--- src/rtl/controlador_seq_if.sv ---
// rtl/controlador_seq_if.sv - opcode/flag inputs, T-state and control word of the SAP sequencer
interface controlador_seq_if #(
  parameter int OPCODE_W = 4
);
  logic [OPCODE_W-1:0] a;
  logic                z;
  logic                n;
  logic [5:0]          t;
  logic                cp, ep, eu, ea, su;
  logic                n_lm, n_ce, n_l1, n_e1, n_la, n_lb, n_l0, n_lp, n_hlt;

  modport master (
    input  a, z, n,
    output t, cp, ep, eu, ea, su,
    output n_lm, n_ce, n_l1, n_e1, n_la, n_lb, n_l0, n_lp, n_hlt
  );

  modport slave (
    output a, z, n,
    input  t, cp, ep, eu, ea, su,
    input  n_lm, n_ce, n_l1, n_e1, n_la, n_lb, n_l0, n_lp, n_hlt
  );
endinterface

--- src/rtl/controlador_seq.sv ---
// rtl/controlador_seq.sv - SAP sequencing controller: internal ring counter, decode, wait stretching
// Optional jumps (JMP/JZ/JN) enabled by defining CTRL_JUMP_EN.
module controlador_seq #(
  parameter int OPCODE_W = 4,
  parameter int WAIT_CYC = 0
) (
  input logic               clk,
  input logic               n_clr,
  controlador_seq_if.master bus
);
  localparam logic [5:0] T1 = 6'b000001;
  localparam logic [5:0] T2 = 6'b000010;
  localparam logic [5:0] T3 = 6'b000100;
  localparam logic [5:0] T4 = 6'b001000;
  localparam logic [5:0] T5 = 6'b010000;
  localparam logic [5:0] T6 = 6'b100000;
  localparam logic [2:0] WMAX = 3'(WAIT_CYC);

  logic [5:0]          t_q;
  logic [2:0]          wcnt;
  logic                halt_q;
  logic [OPCODE_W-1:0] op;

  logic is_lda, is_add, is_sub, is_out, is_hlt, is_alu, is_jcls, jmp_take;
  logic s1, s2, s3, s4, s5, s6;
  logic mem_rd, hold, last, halt_now, act;

  assign op     = bus.a;
  assign is_lda = (op == OPCODE_W'(0));
  assign is_add = (op == OPCODE_W'(1));
  assign is_sub = (op == OPCODE_W'(2));
  assign is_out = (op == OPCODE_W'(14));
  assign is_hlt = (op == {OPCODE_W{1'b1}});
  assign is_alu = is_lda | is_add | is_sub;

`ifdef CTRL_JUMP_EN
  logic is_jmp, is_jz, is_jn;
  assign is_jmp   = (op == OPCODE_W'(3));
  assign is_jz    = (op == OPCODE_W'(4));
  assign is_jn    = (op == OPCODE_W'(5));
  assign is_jcls  = is_jmp | is_jz | is_jn;
  assign jmp_take = (t_q == T4) & (is_jmp | (is_jz & bus.z) | (is_jn & bus.n));
`else
  logic unused_flags;
  assign unused_flags = bus.z ^ bus.n;
  assign is_jcls      = 1'b0;
  assign jmp_take     = 1'b0;
`endif

  // Decoded controls are gated off once halted so a changing opcode cannot wake the bus.
  assign act = ~halt_q;
  assign s1  = act & (t_q == T1);
  assign s2  = act & (t_q == T2);
  assign s3  = act & (t_q == T3);
  assign s4  = act & (t_q == T4);
  assign s5  = act & (t_q == T5);
  assign s6  = act & (t_q == T6);

  assign mem_rd   = (t_q == T3) | ((t_q == T5) & is_alu);
  assign hold     = mem_rd & (wcnt != WMAX);
  assign last     = ((t_q == T3) & ~(is_alu | is_out | is_jcls | is_hlt))
                  | ((t_q == T4) & (is_out | is_jcls))
                  | (t_q == T6);
  assign halt_now = halt_q | ((t_q == T4) & is_hlt);

  always_ff @(posedge clk) begin
    if (!n_clr) begin
      t_q    <= T1;
      wcnt   <= 3'd0;
      halt_q <= 1'b0;
    end else if (halt_now) begin
      halt_q <= 1'b1;
      wcnt   <= 3'd0;
    end else if (hold) begin
      wcnt <= wcnt + 3'd1;
    end else begin
      wcnt <= 3'd0;
      t_q  <= last ? T1 : {t_q[4:0], 1'b0};
    end
  end

  assign bus.t     = t_q;
  assign bus.ep    = s1;
  assign bus.cp    = s2;
  assign bus.eu    = s6 & (is_add | is_sub);
  assign bus.su    = s6 & is_sub;
  assign bus.ea    = s4 & is_out;
  assign bus.n_lm  = ~(s1 | (s4 & is_alu));
  assign bus.n_ce  = ~(s3 | (s5 & is_alu));
  assign bus.n_l1  = ~s3;
  assign bus.n_e1  = ~((s4 & is_alu) | (act & jmp_take));
  assign bus.n_la  = ~((s5 & is_lda) | (s6 & (is_add | is_sub)));
  assign bus.n_lb  = ~(s5 & (is_add | is_sub));
  assign bus.n_l0  = ~(s4 & is_out);
  assign bus.n_lp  = ~(act & jmp_take);
  assign bus.n_hlt = ~halt_now;
endmodule
--- src/flat_wrapper.sv ---
// flat-port wrapper written by rule: the top's interface ports become plain ports
module controlador_seq_flat 
#(
  parameter int OPCODE_W = 4,
  parameter int WAIT_CYC = 0
)
  (clk, n_clr, bus_a, bus_z, bus_n, bus_t, bus_cp, bus_ep, bus_eu, bus_ea, bus_su, bus_n_lm, bus_n_ce, bus_n_l1, bus_n_e1, bus_n_la, bus_n_lb, bus_n_l0, bus_n_lp, bus_n_hlt);
  controlador_seq_if #(.OPCODE_W(OPCODE_W)) bus_i ();
  input logic clk;
  input logic n_clr;
  input wire logic [$bits(bus_i.a)-1:0] bus_a;
  input wire logic [$bits(bus_i.z)-1:0] bus_z;
  input wire logic [$bits(bus_i.n)-1:0] bus_n;
  output wire logic [$bits(bus_i.t)-1:0] bus_t;
  output wire logic [$bits(bus_i.cp)-1:0] bus_cp;
  output wire logic [$bits(bus_i.ep)-1:0] bus_ep;
  output wire logic [$bits(bus_i.eu)-1:0] bus_eu;
  output wire logic [$bits(bus_i.ea)-1:0] bus_ea;
  output wire logic [$bits(bus_i.su)-1:0] bus_su;
  output wire logic [$bits(bus_i.n_lm)-1:0] bus_n_lm;
  output wire logic [$bits(bus_i.n_ce)-1:0] bus_n_ce;
  output wire logic [$bits(bus_i.n_l1)-1:0] bus_n_l1;
  output wire logic [$bits(bus_i.n_e1)-1:0] bus_n_e1;
  output wire logic [$bits(bus_i.n_la)-1:0] bus_n_la;
  output wire logic [$bits(bus_i.n_lb)-1:0] bus_n_lb;
  output wire logic [$bits(bus_i.n_l0)-1:0] bus_n_l0;
  output wire logic [$bits(bus_i.n_lp)-1:0] bus_n_lp;
  output wire logic [$bits(bus_i.n_hlt)-1:0] bus_n_hlt;
  assign bus_i.a = bus_a;
  assign bus_i.z = bus_z;
  assign bus_i.n = bus_n;
  assign bus_t = bus_i.t;
  assign bus_cp = bus_i.cp;
  assign bus_ep = bus_i.ep;
  assign bus_eu = bus_i.eu;
  assign bus_ea = bus_i.ea;
  assign bus_su = bus_i.su;
  assign bus_n_lm = bus_i.n_lm;
  assign bus_n_ce = bus_i.n_ce;
  assign bus_n_l1 = bus_i.n_l1;
  assign bus_n_e1 = bus_i.n_e1;
  assign bus_n_la = bus_i.n_la;
  assign bus_n_lb = bus_i.n_lb;
  assign bus_n_l0 = bus_i.n_l0;
  assign bus_n_lp = bus_i.n_lp;
  assign bus_n_hlt = bus_i.n_hlt;
  controlador_seq #(.OPCODE_W(OPCODE_W), .WAIT_CYC(WAIT_CYC)) u_core (.clk(clk), .n_clr(n_clr), .bus(bus_i));
endmodule
--- config.mk ---
export PLATFORM = sky130hd
export DESIGN_NAME = controlador_seq_flat
export DESIGN_NICKNAME = d
export VERILOG_FILES = /design/src/rtl/controlador_seq_if.sv /design/src/rtl/controlador_seq.sv /design/src/flat_wrapper.sv
export SDC_FILE = /design/constraint.sdc
export NUM_CORES = 1
export LEC_CHECK = 0
export ABC_AREA = 1
export BUFFER_PORTS_ARGS = -buffer_cell sky130_fd_sc_hd__buf_4
export CAP_MARGIN = 20
export CELL_PAD_IN_SITES_DETAIL_PLACEMENT = 2
export CELL_PAD_IN_SITES_GLOBAL_PLACEMENT = 2
export CORE_UTILIZATION = 23
export DETAILED_ROUTE_END_ITERATION = 8
export PLACE_DENSITY = 0.8
export SETUP_SLACK_MARGIN = 0.1
export SLEW_MARGIN = 10
export SYNTH_ARGS = -nofsm -noshare
export SYNTH_HDL_FRONTEND = slang
export SYNTH_SLANG_ARGS = --single-unit
--- constraint.sdc ---
create_clock -name clk -period 1.6 [get_ports clk]
set_input_delay 0.08 -clock clk [delete_from_list [all_inputs] [get_ports clk]]
set_output_delay 0.08 -clock clk [all_outputs]
set_load 0.02 [all_outputs]
# After elaboration in Yosys (flattened, before gate mapping)
# Cells that the tools add are included.
[op_classes]
muxes = 1
addsub = 1
n_eq_ne = 10
bitwise_logic = 42
reduce_logical = 4
[op_table]
columns = ["operator", "n"]
rows = [
  ["bitwise AND 1 bit", 18],
  ["inverter 1 bit", 12],
  ["OR 1 bit", 12],
  ["equality test 4 bit, second input constant", 2],
  ["equality test 6 x 1 -> 1 bit, second input constant", 1],
  ["equality test 6 x 2 -> 1 bit, second input constant", 1],
  ["equality test 6 x 3 -> 1 bit, second input constant", 1],
  ["equality test 6 x 4 -> 1 bit, second input constant", 1],
  ["equality test 6 x 5 -> 1 bit, second input constant", 1],
  ["equality test 6 bit, second input constant", 1],
  ["2-to-1 mux 6 bit", 1],
  ["equality test 4 x 1 -> 1 bit, second input constant", 1],
  ["equality test 4 x 2 -> 1 bit, second input constant", 1],
  ["logical NOT 4 bit", 1],
  ["adder 3 x 1 -> 3 bit, second input constant", 1],
  ["nonzero test 3 bit", 1],
  ["OR reduction 3 bit", 1],
  ["AND reduction 2 bit", 1],
]
[totals]
out_inout_bits = 20
register_bits = 10
elab_cells = 61
input_bits = 8

# Longest topological paths before layout
[depth]
depth_word = 10
ltp_mapped = 10

# Worst setup path after synthesis
# Ideal clock, no wire load.
[synth_path]
path_kind = "reg2out"
startpoint = "reg u_core.t_q[0] (netlist: u_core.bus.t[0])"
endpoint = "out bus_su"
required_time_ns = 1.520
path_slack_ns = -0.097
arrival_time_ns = 1.617
path_stages_with_launch = 5
cell_sequence = "dfxtp_1 > nor2_2 > nand4_1 > or2_2 > nor4_1"
[synth_between]
elab_chain_len = 3
[synth_lines]
columns = ["element", "line", "text"]
rows = [
  ["start, declared", "controlador_seq.sv:19", "logic [5:0] t_q;"],
  ["start signal, assigned", "controlador_seq.sv:78", "t_q <= last ? T1 : {t_q[4:0], 1'b0};"],
  ["equality test 6 bit", "controlador_seq.sv:57", "assign s6 = act & (t_q == T6);"],
  ["bitwise AND 1 bit", "controlador_seq.sv:57", ""],
  ["bitwise AND 1 bit", "controlador_seq.sv:86", "assign bus.su = s6 & is_sub;"],
  ["end, declared", "flat_wrapper.sv:19", "output wire logic [$bits(bus_i.su)-1:0] bus_su;"],
]
# Every way passes these cells.

# Final worst setup path
[layout_path]
startpoint = "reg u_core.t_q[1] (netlist: u_core.bus.t[1])"
endpoint = "out bus_su"
# The elaborated chain is that of the path after synthesis.

==> results.txt <==
* Critical Setup Path Class: reg2out
* Maximum VDD drop: ~0.36 mV
- Leaving out filler cells and counting taps, the final layout contains about 180.
* Met2 track demand over resource in global routing: between 20% and 30%
- The first global-routing pass estimated approximately 4 mm of wire.
- Proportion of synthesized chip area in sequential cells: 28.93%
- Counting every sink on the clock net gives 10.
- After clock tree synthesis, the clock-pin slew on the worst setup and hold paths is approximately 80 ps.
- Initial standard-cell utilization of the core: about a quarter
- The via count of the first global-routing pass came to 910.
* Worst Hold Slack: ~63 ps
- In this run, synthesis inferred 0 flip-flops with an integrated enable.
* Aggregate global routing overflow: 0
- For this run, global-route usage on met1 was measured as between 10% and 20%.
* Post-synthesis register bit count: 10
* Clock tree from TritonCTS: done
- The floorplan step set the die width to ~57 um.
- The final route contains approximately 850 vias.
- Of all flip-flops after synthesis, the portion carrying an async set or reset was 0%.
- In the layout the commonest cells are 28 x sky130_fd_sc_hd__buf_4, 24 x sky130_fd_sc_hd__nand2_1, 18 x sky130_fd_sc_hd__inv_1, 17 x sky130_fd_sc_hd__nor2_1, 10 x sky130_fd_sc_hd__nand3_1.
- Power spread over the standard cell area amounts to between 500 and 600 mW/mm2.
- Final Skew: ~2.5 ps
* Met3 GRT Util: 0.9217%
- Violations in the final reports: design-rule violations, negative setup slack
- Port buffering added 24 buffers.
* Period utilisation layout: 101.6%
- Die Y: about 57 um
- Remaining antenna violation count: 0
- For this run, the number of Yosys warnings is 0.
- Placed wire-length estimate: between 1.5 and 2 mm
- For this design the top-level I/O count stands at 28.
* Post-route DRC: 4
- The tool flagged a number of max-cap violations equal to 0.
- Root buffer cell: sky130_fd_sc_hd__clkbuf_4
- Most utilized layer in the global route result: met2
- Combined area of all synthesized cells: approximately 690 um2
- Tmin final: 1625 ps
- For this block, the routed nets add up to roughly 2.5 mm of wire.
- Data on the critical path arrives at its endpoint at ~1600 ps.
* Area of the die: between 0.003 and 0.004 mm2
* Maximum clock rate: 615.3 MHz
- For this run, the total global-route usage over all layers was measured as between 15 and 20%.
* Maximum clock insertion buffer count: 2
- Class of the tightest hold or removal check: in2reg
- Share of post-route cells with drive strength above 1: between 40% and 50%
* Setup violators final: 1
- Library cell occupying the most area in the post-synthesis netlist: sky130_fd_sc_hd__dfxtp_1
- Run status: finished with violations
- In the final routed layout, each cell accounts on average for between 10 and 15 um.
* Number of CTS-inserted buffers: 3
- Dominant cells by area after synthesis: sky130_fd_sc_hd__dfxtp_1 29%, sky130_fd_sc_hd__nand2_1 14%, sky130_fd_sc_hd__nor2_1 11%, sky130_fd_sc_hd__inv_1 10%, sky130_fd_sc_hd__nand3_1 8.0%
- CTS HTree Levels: 1
- Final worst setup slack: -25.32 ps
- Number of design-rule violations left by the first detailed-router iteration: 4
- Clock latency on the worst-skew pair: 280 ps
- The worst setup path is launched from a flip-flop.
- Initial antenna violation count: 0
- Cell leakage power: around 0.53 nW
- Worst-path fanout max: 4
* Largest net degree at the start of global routing: 10
- In this run the biggest area consumer among cell types represents 28.93% of the synthesized area.
* Area growth from synthesis to layout: 61.12%
- Critical path endpoint category: primary output
- In the final design database the tool counted 159 nets.
- Synthesis produced around 110 cells.
- 0 antenna diodes ended up in the layout.
* Floorplan core area: 0.002805 mm2
* Syn avg cell area: between 6 and 7 um2
- Critical Path RT: roughly 1500 ps
* DP Cell Count: about 170
- Number of max-slew violations in the final report: 0
- Row generation in the floorplan step produced 19 rows.
- In this run, distinct cell masters in the synthesized netlist total 23.
- Setup repair after global routing could not meet its margin everywhere.
- First-pass DRT Iterations: 5
* Post-Synthesis Net Count: 123
* Number of vias per cell: roughly 4.8
- Prevailing post-synth register cell: sky130_fd_sc_hd__dfxtp_1
- Fill cells in the final layout number 342.
* Placer congestion estimate: between 0.7 and 0.8
- Commonest non-fill, non-tap cell in the layout: sky130_fd_sc_hd__buf_4
* Number of hold-slack violations in the final timing report: 0
-- per-stage QoR --
step           setup TNS [ps]  power, mW  setup slack, ps  utilization, %  instance area (um2)
4_1_cts                     0     0.6361            21.86           36.35                 1020
6_report               -25.32     0.6480           -25.32           39.74                 1115
3_3_place_gp                0     0.3830            188.5           32.52                912.1
3_5_place_dp                0     0.3882            116.5           32.52                912.1
2_1_floorplan               0     0.3379            136.3               -                698.2
5_1_grt                -295.3     0.6711           -90.26           39.74                 1115
-- registers in the layout, summed over array words and instances, names as in the netlist --
signal         cells
u_core.wcnt        3
u_core.bus.t       6
u_core.halt_q      1
-- path summary, 6_finish.rpt --
check | slack, ps | depth (start not counted) | end | startpoint
worst min register to register | 470 | 1 | u_core.wcnt[0] | u_core.wcnt[0]
worst max register to register | 150 | 9 | u_core.bus.t[3] | u_core.bus.t[1]
worst max-delay path | -30 | 5 | bus_su | u_core.bus.t[1]
worst min-delay path | 60 | 2 | u_core.bus.t[0] | n_clr
-- worst max-delay path: stages (launching register included) --
cell and delay [ps]:
sky130_fd_sc_hd__dfxtp_2 350, sky130_fd_sc_hd__nor2_4 150, sky130_fd_sc_hd__nand4_1 160, sky130_fd_sc_hd__or2_4 290, sky130_fd_sc_hd__nor4_4 130, sky130_fd_sc_hd__buf_4 180
-- report_power, final --
part	internal (mW)	switching (mW)	total [mW]
clock network	0.138	0.105	0.243
registers	0.255	0.00915	0.264
logic	0.0563	0.0842	0.140
-- area by class of cell --
type                    count  area (um2)  area share, %
clock buffers               4       36.28          3.255
inverters                  20       75.07          6.734
multi-input cells          81       488.0          43.77
flip-flops and latches     10       210.2          18.86
well taps                  31       38.79          3.479
repair buffers             33       266.5          23.91
-- layer usage --
metal | share of wire, % | wire (um)
met3 | 4.2 | 103
met4 | 2.0 | 49
met1 | 39 | 949
met5 | 0 | 0
met2 | 55 | 1353
-- kinds of logic after synthesis --
logic type      after synthesis  share of synthesized area, %
other cells                   1                        0.5420
simple gates                 72                         47.38
flops                        10                         28.93
buf+inv                      22                         12.66
xor+xnor                      1                         1.266
compound gates                5                         5.608
fa+ha+maj                     2                         3.616
-- cell usage after synthesis (all sizes together), types with 2 or more instances --
cell type,n
nor4,2
inv,20
dfxtp,10
a21oi,3
ha,2
nor2,24
buf,2
nand3,11
nor3,2
nand2,30
-- what timing repair did --
| item | 4_1_cts | 5_1_grt |
|---|---|---|
| pin swaps | 4 | 4 |
| hold endpoints to repair | 0 | 0 |
| hold buffers | 0 | 0 |
| resized for setup | 12 | 18 |
| setup endpoints to repair | 8 | 15 |
| buffers inserted | 5 | 3 |
Note: power is estimated with default switching activity, not from simulation.
